**config.mk**
```make
export PLATFORM = sky130hd
export DESIGN_NAME = div_sign_ctrl
export DESIGN_NICKNAME = d
export VERILOG_FILES = /design/src/rtl/muldiv_pkg.sv /design/src/rtl/div_sign_ctrl.sv
export SDC_FILE = /design/constraint.sdc
export NUM_CORES = 1
export LEC_CHECK = 0
export CAP_MARGIN = 20
export CELL_PAD_IN_SITES_DETAIL_PLACEMENT = 1
export CELL_PAD_IN_SITES_GLOBAL_PLACEMENT = 1
export CORE_MARGIN = 1.5
export CORE_UTILIZATION = 39
export CTS_CLUSTER_SIZE = 24
export DETAILED_ROUTE_END_ITERATION = 10
export PLACE_DENSITY = 0.93
export SYNTH_ARGS = -nofsm -noshare
export SYNTH_HDL_FRONTEND = slang
export SYNTH_SLANG_ARGS = --single-unit
export TNS_END_PERCENT = 30
```
**constraint.sdc**
```tcl
create_clock -name clk_i -period 5.85 [get_ports clk_i]
set_input_delay 1.4625 -clock clk_i [delete_from_list [all_inputs] [get_ports clk_i]]
set_output_delay 1.4625 -clock clk_i [all_outputs]
set_load 0.02 [all_outputs]
```
**src/rtl/muldiv_pkg.sv**
```systemverilog
// Shared definitions for the RV32M multiply/divide units: operation encodings,
// divider control state encoding and XLEN-wide helper constants.
package muldiv_pkg;

    localparam int MD_XLEN = 32;

    localparam logic [1:0] OP_DIV  = 2'b00;
    localparam logic [1:0] OP_DIVU = 2'b01;
    localparam logic [1:0] OP_REM  = 2'b10;
    localparam logic [1:0] OP_REMU = 2'b11;

    typedef enum logic [1:0] {
        S_IDLE    = 2'd0,
        S_SPECIAL = 2'd1,
        S_WAIT    = 2'd2,
        S_FIX     = 2'd3
    } div_state_e;

    localparam logic [MD_XLEN-1:0] INT_MIN  = {1'b1, {(MD_XLEN-1){1'b0}}};
    localparam logic [MD_XLEN-1:0] ALL_ONES = {MD_XLEN{1'b1}};

    function automatic logic [MD_XLEN-1:0] twos_neg(input logic [MD_XLEN-1:0] x);
        return ~x + {{(MD_XLEN-1){1'b0}}, 1'b1};
    endfunction

endpackage

```
**src/rtl/div_sign_ctrl.sv**
```systemverilog
// Signed/unsigned control wrapper around the unsigned iterative divider core:
// resolves divide-by-zero and overflow locally, otherwise sign-corrects the core result.
module div_sign_ctrl
    import muldiv_pkg::*;
#(
    // Package constants are sized by MD_XLEN, so XLEN must match it.
    parameter int XLEN = MD_XLEN
) (
    input  logic            clk_i,
    input  logic            rst_i,
    input  logic            req_i,
    input  logic [1:0]      op_i,
    input  logic [XLEN-1:0] rs1_i,
    input  logic [XLEN-1:0] rs2_i,
    input  logic            flush_i,
    output logic            stall_o,
    output logic            done_o,
    output logic [XLEN-1:0] result_o,
    output logic [XLEN-1:0] div_a_o,
    output logic [XLEN-1:0] div_b_o,
    output logic            div_req_o,
    output logic            div_is_q_o,
    output logic            div_flush_o,
    input  logic [XLEN-1:0] div_result_i,
    input  logic            div_ready_i
);

    div_state_e      state_reg, state_next;
    logic [1:0]      op_reg, op_next;
    logic            sign_a_reg, sign_a_next;
    logic            sign_b_reg, sign_b_next;
    logic [XLEN-1:0] a_reg, a_next;
    logic [XLEN-1:0] b_reg, b_next;
    logic [XLEN-1:0] raw_reg, raw_next;
    logic [XLEN-1:0] result_reg, result_next;
    logic            done_reg, done_next;

    logic            in_signed;
    logic            rs2_zero;
    logic            overflow;
    logic            neg_en;

    assign in_signed = ~op_i[0];
    assign rs2_zero  = (rs2_i == '0);
    assign overflow  = in_signed && (rs1_i == INT_MIN) && (rs2_i == ALL_ONES);

    // Quotient is negative when signs differ; remainder follows the dividend.
    assign neg_en = op_reg[1] ? sign_a_reg : (sign_a_reg ^ sign_b_reg);

    always_ff @(posedge clk_i) begin
        if (rst_i) begin
            state_reg  <= S_IDLE;
            op_reg     <= 2'b00;
            sign_a_reg <= 1'b0;
            sign_b_reg <= 1'b0;
            a_reg      <= '0;
            b_reg      <= '0;
            raw_reg    <= '0;
            result_reg <= '0;
            done_reg   <= 1'b0;
        end else begin
            state_reg  <= state_next;
            op_reg     <= op_next;
            sign_a_reg <= sign_a_next;
            sign_b_reg <= sign_b_next;
            a_reg      <= a_next;
            b_reg      <= b_next;
            raw_reg    <= raw_next;
            result_reg <= result_next;
            done_reg   <= done_next;
        end
    end

    always_comb begin
        state_next  = state_reg;
        op_next     = op_reg;
        sign_a_next = sign_a_reg;
        sign_b_next = sign_b_reg;
        a_next      = a_reg;
        b_next      = b_reg;
        raw_next    = raw_reg;
        result_next = result_reg;
        done_next   = 1'b0;

        case (state_reg)
            S_IDLE: begin
                if (req_i && !done_reg && !flush_i) begin
                    op_next     = op_i;
                    sign_a_next = rs1_i[XLEN-1] & in_signed;
                    sign_b_next = rs2_i[XLEN-1] & in_signed;
                    a_next      = (rs1_i[XLEN-1] & in_signed) ? twos_neg(rs1_i) : rs1_i;
                    b_next      = (rs2_i[XLEN-1] & in_signed) ? twos_neg(rs2_i) : rs2_i;
                    // Special results are parked in raw_reg until S_SPECIAL publishes them.
                    if (rs2_zero) begin
                        raw_next   = op_i[1] ? rs1_i : ALL_ONES;
                        state_next = S_SPECIAL;
                    end else if (overflow) begin
                        raw_next   = op_i[1] ? '0 : INT_MIN;
                        state_next = S_SPECIAL;
                    end else begin
                        state_next = S_WAIT;
                    end
                end
            end
            S_SPECIAL: begin
                result_next = raw_reg;
                done_next   = 1'b1;
                state_next  = S_IDLE;
            end
            S_WAIT: begin
                if (div_ready_i) begin
                    raw_next   = div_result_i;
                    state_next = S_FIX;
                end
            end
            S_FIX: begin
                result_next = neg_en ? twos_neg(raw_reg) : raw_reg;
                done_next   = 1'b1;
                state_next  = S_IDLE;
            end
            default: state_next = S_IDLE;
        endcase

        if (flush_i) begin
            state_next  = S_IDLE;
            done_next   = 1'b0;
            result_next = '0;
        end
    end

    assign stall_o     = req_i & ~done_reg;
    assign done_o      = done_reg;
    assign result_o    = result_reg;
    assign div_a_o     = a_reg;
    assign div_b_o     = b_reg;
    assign div_req_o   = (state_reg == S_WAIT);
    assign div_is_q_o  = ~op_reg[1];
    assign div_flush_o = flush_i;

endmodule

```
==> flow_results.org <==
** Route
- Remaining antenna violation count after routing :: 0
- Detailed Route WL :: 28.5 mm
- DR pass1 iterations :: 7
- Dividing the detail-routed via count by the number of cells gives 5.78.
- Dividing the detail-routed wire length by the instance count gives 21.0 um.
- Across all layers, the routed design uses 7847 vias.
- Post-route DRC :: 0
- Number of DRC markers after the initial detailed-route iteration :: 500

** Clock tree
- The clock passes through at most 2 buffers.
- CTS buffer count :: 17
- TritonCTS built the clock tree.
- Post-CTS timing repair inserted 0 buffers for setup.
- Once the clock tree was built, the resizer swapped 0 gates to a different size.
- CTS sink count :: 134
- In this run the number of H-tree levels came out at 4.
- After clock tree synthesis, the clock-pin slew on the worst setup and hold paths is 0.06 ns.
- For this design, the CTS-stage hold fixing added 0 buffers.
- Clock latency of the later-clocked register in the worst-skew pair :: 0.43 ns
- CTS placed an instance of sky130_fd_sc_hd__clkbuf_16 at the clock tree root.

** Power
- Summed over all cells, the static leakage comes to 3.32 nW.
- The internal power of the cells totals 0.00175 W.
- Total power :: 0.00251 W
- Registers are responsible for 38.6% of the overall power.
- IR analysis of the VDD net gives a maximum drop of 205 uV.
- Clock share of power :: 44.0%
- Power density normalized to cell area :: 241 nW/um2
- Net switching is 30.1% of the power.
- Power share of the combinational group :: 17.4%
- Net load switching power :: 0.000755 W

** Worst setup path
- For the worst setup path, the data arrival time is 4.63 ns.
- The worst setup path is of the input pin to register kind.
- CP endpoint kind :: register
- Cell depth of the worst flop-to-flop path :: 6
- Setup slack on the worst reg-to-reg path comes out at 2.76 ns.
- At the worst endpoint, the required time is 6.13 ns.
- Sort of element at the start of the critical path :: input pin
- Startpoint of the most critical setup path :: rs2_i[0]
- Launch instance of the worst register-to-register path :: state_reg[0]$_SDFFE_PP0P_
- The worst register-to-register path ends at raw_reg[6]$_SDFFE_PP0P_.
- The critical path ends at raw_reg[6]$_SDFFE_PP0P_.
- Worst-path maximum fanout :: 17

** Synth
- The cell count after synthesis came out at 913.
- Summing the sequential cell areas from Yosys gives 34.9% of the chip area.
- The number of nets in the synthesized netlist is 1020.
- Average footprint of a synthesized cell :: 8.43 um2
- Number of register bits inferred by synthesis :: 134
- The netlist uses 58 different library cells.
- Syn Std Cell Area :: 7690 um2
- Number of synthesis warnings :: 0

** Layout
- Register area :: 2680 um2
- Of the cells placed in the final design, the portion with a size suffix greater than 1 is 11.3%.
- The number of antenna diodes in the final layout is 0.
- Final cell area excluding filler cells :: 10400 um2
- Leaving out fill and tap cells, the most frequent cells in the layout are sky130_fd_sc_hd__clkdlybuf4s50_1, sky130_fd_sc_hd__dfxtp_1, sky130_fd_sc_hd__nor2_1.
- Final net count :: 1187
- Cells fill 53.7% of the core in the end.
- In the final layout, the multi-input gates occupy 4570 um2.
- Most common library cell in the layout ignoring fill and taps :: sky130_fd_sc_hd__clkdlybuf4s50_1
- Signed area change from the synthesized netlist to the final layout :: 35.4%
- Fill cells :: 2315

** STA
- Max Clock Skew :: 0.0119 ns
- Final Critical Period :: 4.35 ns
- Setup violations remaining at the end of the flow were counted as 0.
- At the pin with the least slew margin, the transition time is 1.06 ns.
- The max-slew violation count was 0.
- Final hold slack :: 0.448 ns
- Hold Vio Cnt, Final :: 0
- Period Utilization, post-route :: 74.4%
- Setup repair after global routing left no endpoint under its margin.
- Maximum operating frequency :: 230 MHz
- After routing, the total negative slack on setup checks comes to 0 ns.
- Measured against its own limit, the worst slew margin works out to 29.4%.

** GRT
- The total overflow left after global routing is 0.
- First-pass GRT wire length :: 43.4 mm
- Number of global-route vias before repair :: 8001
- Number of antenna violations at the first check in global routing :: 1
- Global routing consumed, on the met1 layer, 30.9% of the routing resources.
- Global-route track usage on met2 :: 48.4%
- The layer flagged by global routing as most heavily used is met2.
- Global routing consumed, on the met3 layer, 7.93% of the routing resources.
- Maximum number of pins on one net before global-route repair :: 67
- Total global-route track usage :: 27.3%

** Floorplanning
- Y dimension of the die :: 143 um
- The floorplan has 51 rows.
- After floorplanning, the core was sized to cover 19400 um2.
- Total Die Area :: 20600 um2
- The die is 143 um wide.
- 204 I/O pins were placed.
- Initial Utilization :: 39.7%

** Place
- Half-perimeter wire length of the detailed placement result :: 19.7 mm
- During placement, the flow inserted port buffers numbering 203.
- After detailed placement, the total cell area comes to 9780 um2.
- The congestion estimate from routability-driven global placement came to 0.855.

** Hold path
- The min-delay analysis places its worst path in the category register to register.
- The worst hold path passes through 2 cells.

** Status
- The run finished with clean final reports.

** Run
- Across the run, the number of max-cap violations was 0.
[critical path, stage by stage]
cell and delay, ns:
sky130_fd_sc_hd__clkdlybuf4s50_1 0.57, sky130_fd_sc_hd__ha_1 0.19, sky130_fd_sc_hd__nand4_1 0.12, sky130_fd_sc_hd__nor4_1 0.47
sky130_fd_sc_hd__nand3_1 0.31, sky130_fd_sc_hd__o311a_2 0.51, sky130_fd_sc_hd__nor2_4 0.46, sky130_fd_sc_hd__buf_4 0.40
sky130_fd_sc_hd__a211oi_2 0.13
[area by class of cell]
type                       instances  area share (%)
clock buffer                      17            4.08
clock inverter                    15            1.73
inverter                          18           0.649
multi-input combinational        694            43.9
sequential                       134            25.8
tap                              265            3.18
timing repair buffer             215            20.7
[power groups by stage]
stage	Sequential [W]	Combinational [W]	Clock, W
3_5_place_dp	0.000988	0.000425	0
3_3_place_gp	0.000987	0.000412	0
2_1_floorplan	0.00102	0.000182	0
6_report	0.000969	0.000436	0.00110
4_1_cts	0.000969	0.000432	0.00111
5_1_grt	0.000972	0.000465	0.00115
[Yosys cell counts, drive strengths merged]
master    n  area, um2
a211oi   95        863
a21oi   109        546
a311oi    5       43.8
a31oi    14       87.6
a41oi     1       8.76
and2      3       18.8
and3      3       18.8
and3b     1       8.76
and4      2       17.5
and4bb    1       12.5
buf      20        214
clkbuf   47        176
dfxtp   134       2680
ha        4       50.1
inv      18       67.6
mux2i     4       40.0
nand2    43        164
nand2b    6       37.5
nand3     8       57.6
nand3b    2       15.0
nand4    14       87.6
nand4b    1       8.76
nor2    123        469
nor2b    33        206
nor3     49        400
nor3b     2       26.3
nor4     11        120
nor4b     1       8.76
o211ai    1       7.51
o21ai    37        185
o22ai     2       12.5
o311a     1       11.3
o311ai    1       26.3
o31a      1       8.76
o31ai     7       52.6
o41ai     5       51.3
or2       2       12.5
or3       8       50.1
or4      10       82.6
xnor2    62        543
xor2     22        193
[layer usage]
| layer | vias up | wire length, um |
|---|---|---|
| li1 | 3626 | - |
| met4 | 2 | 832 |
| met5 | - | 13 |
| met3 | 69 | 2240 |
| met2 | 316 | 14100 |
| met1 | 3834 | 11300 |
[worst min path at each step]
stage,startpoint,end
after floorplan,sign_b_reg$_SDFFE_PP0P_,sign_b_reg$_SDFFE_PP0P_
after global placement,div_b_o[28]$_SDFFE_PP0P_,div_b_o[28]$_SDFFE_PP0P_
after detailed placement,div_a_o[25]$_SDFFE_PP0P_,div_a_o[25]$_SDFFE_PP0P_
after CTS,div_a_o[25]$_SDFFE_PP0P_,div_a_o[25]$_SDFFE_PP0P_
after global routing,div_a_o[27]$_SDFFE_PP0P_,div_a_o[27]$_SDFFE_PP0P_
final,div_b_o[30]$_SDFFE_PP0P_,div_b_o[30]$_SDFFE_PP0P_
[per-stage QoR]
step,setup slack (ns),cells
3_5_place_dp,1.12,1325
6_report,1.50,1358
2_1_floorplan,2.58,913
3_3_place_gp,1.04,1323
5_1_grt,1.37,1358
4_1_cts,1.52,1357
[logic make-up (layout without fill, tap and decap cells)]
logic type	after synthesis	after routing	synth area share, %
muxes	4	4	0.520
adders and majority gates	4	4	0.651
DFF	134	134	34.9
and+or+nand+nor	323	323	23.7
buffers and inverters	85	265	5.95
AOI/OAI and AO/OA	279	279	24.8
xor gates and xnor gates	84	84	9.56
(Power assumes the default switching activity.)
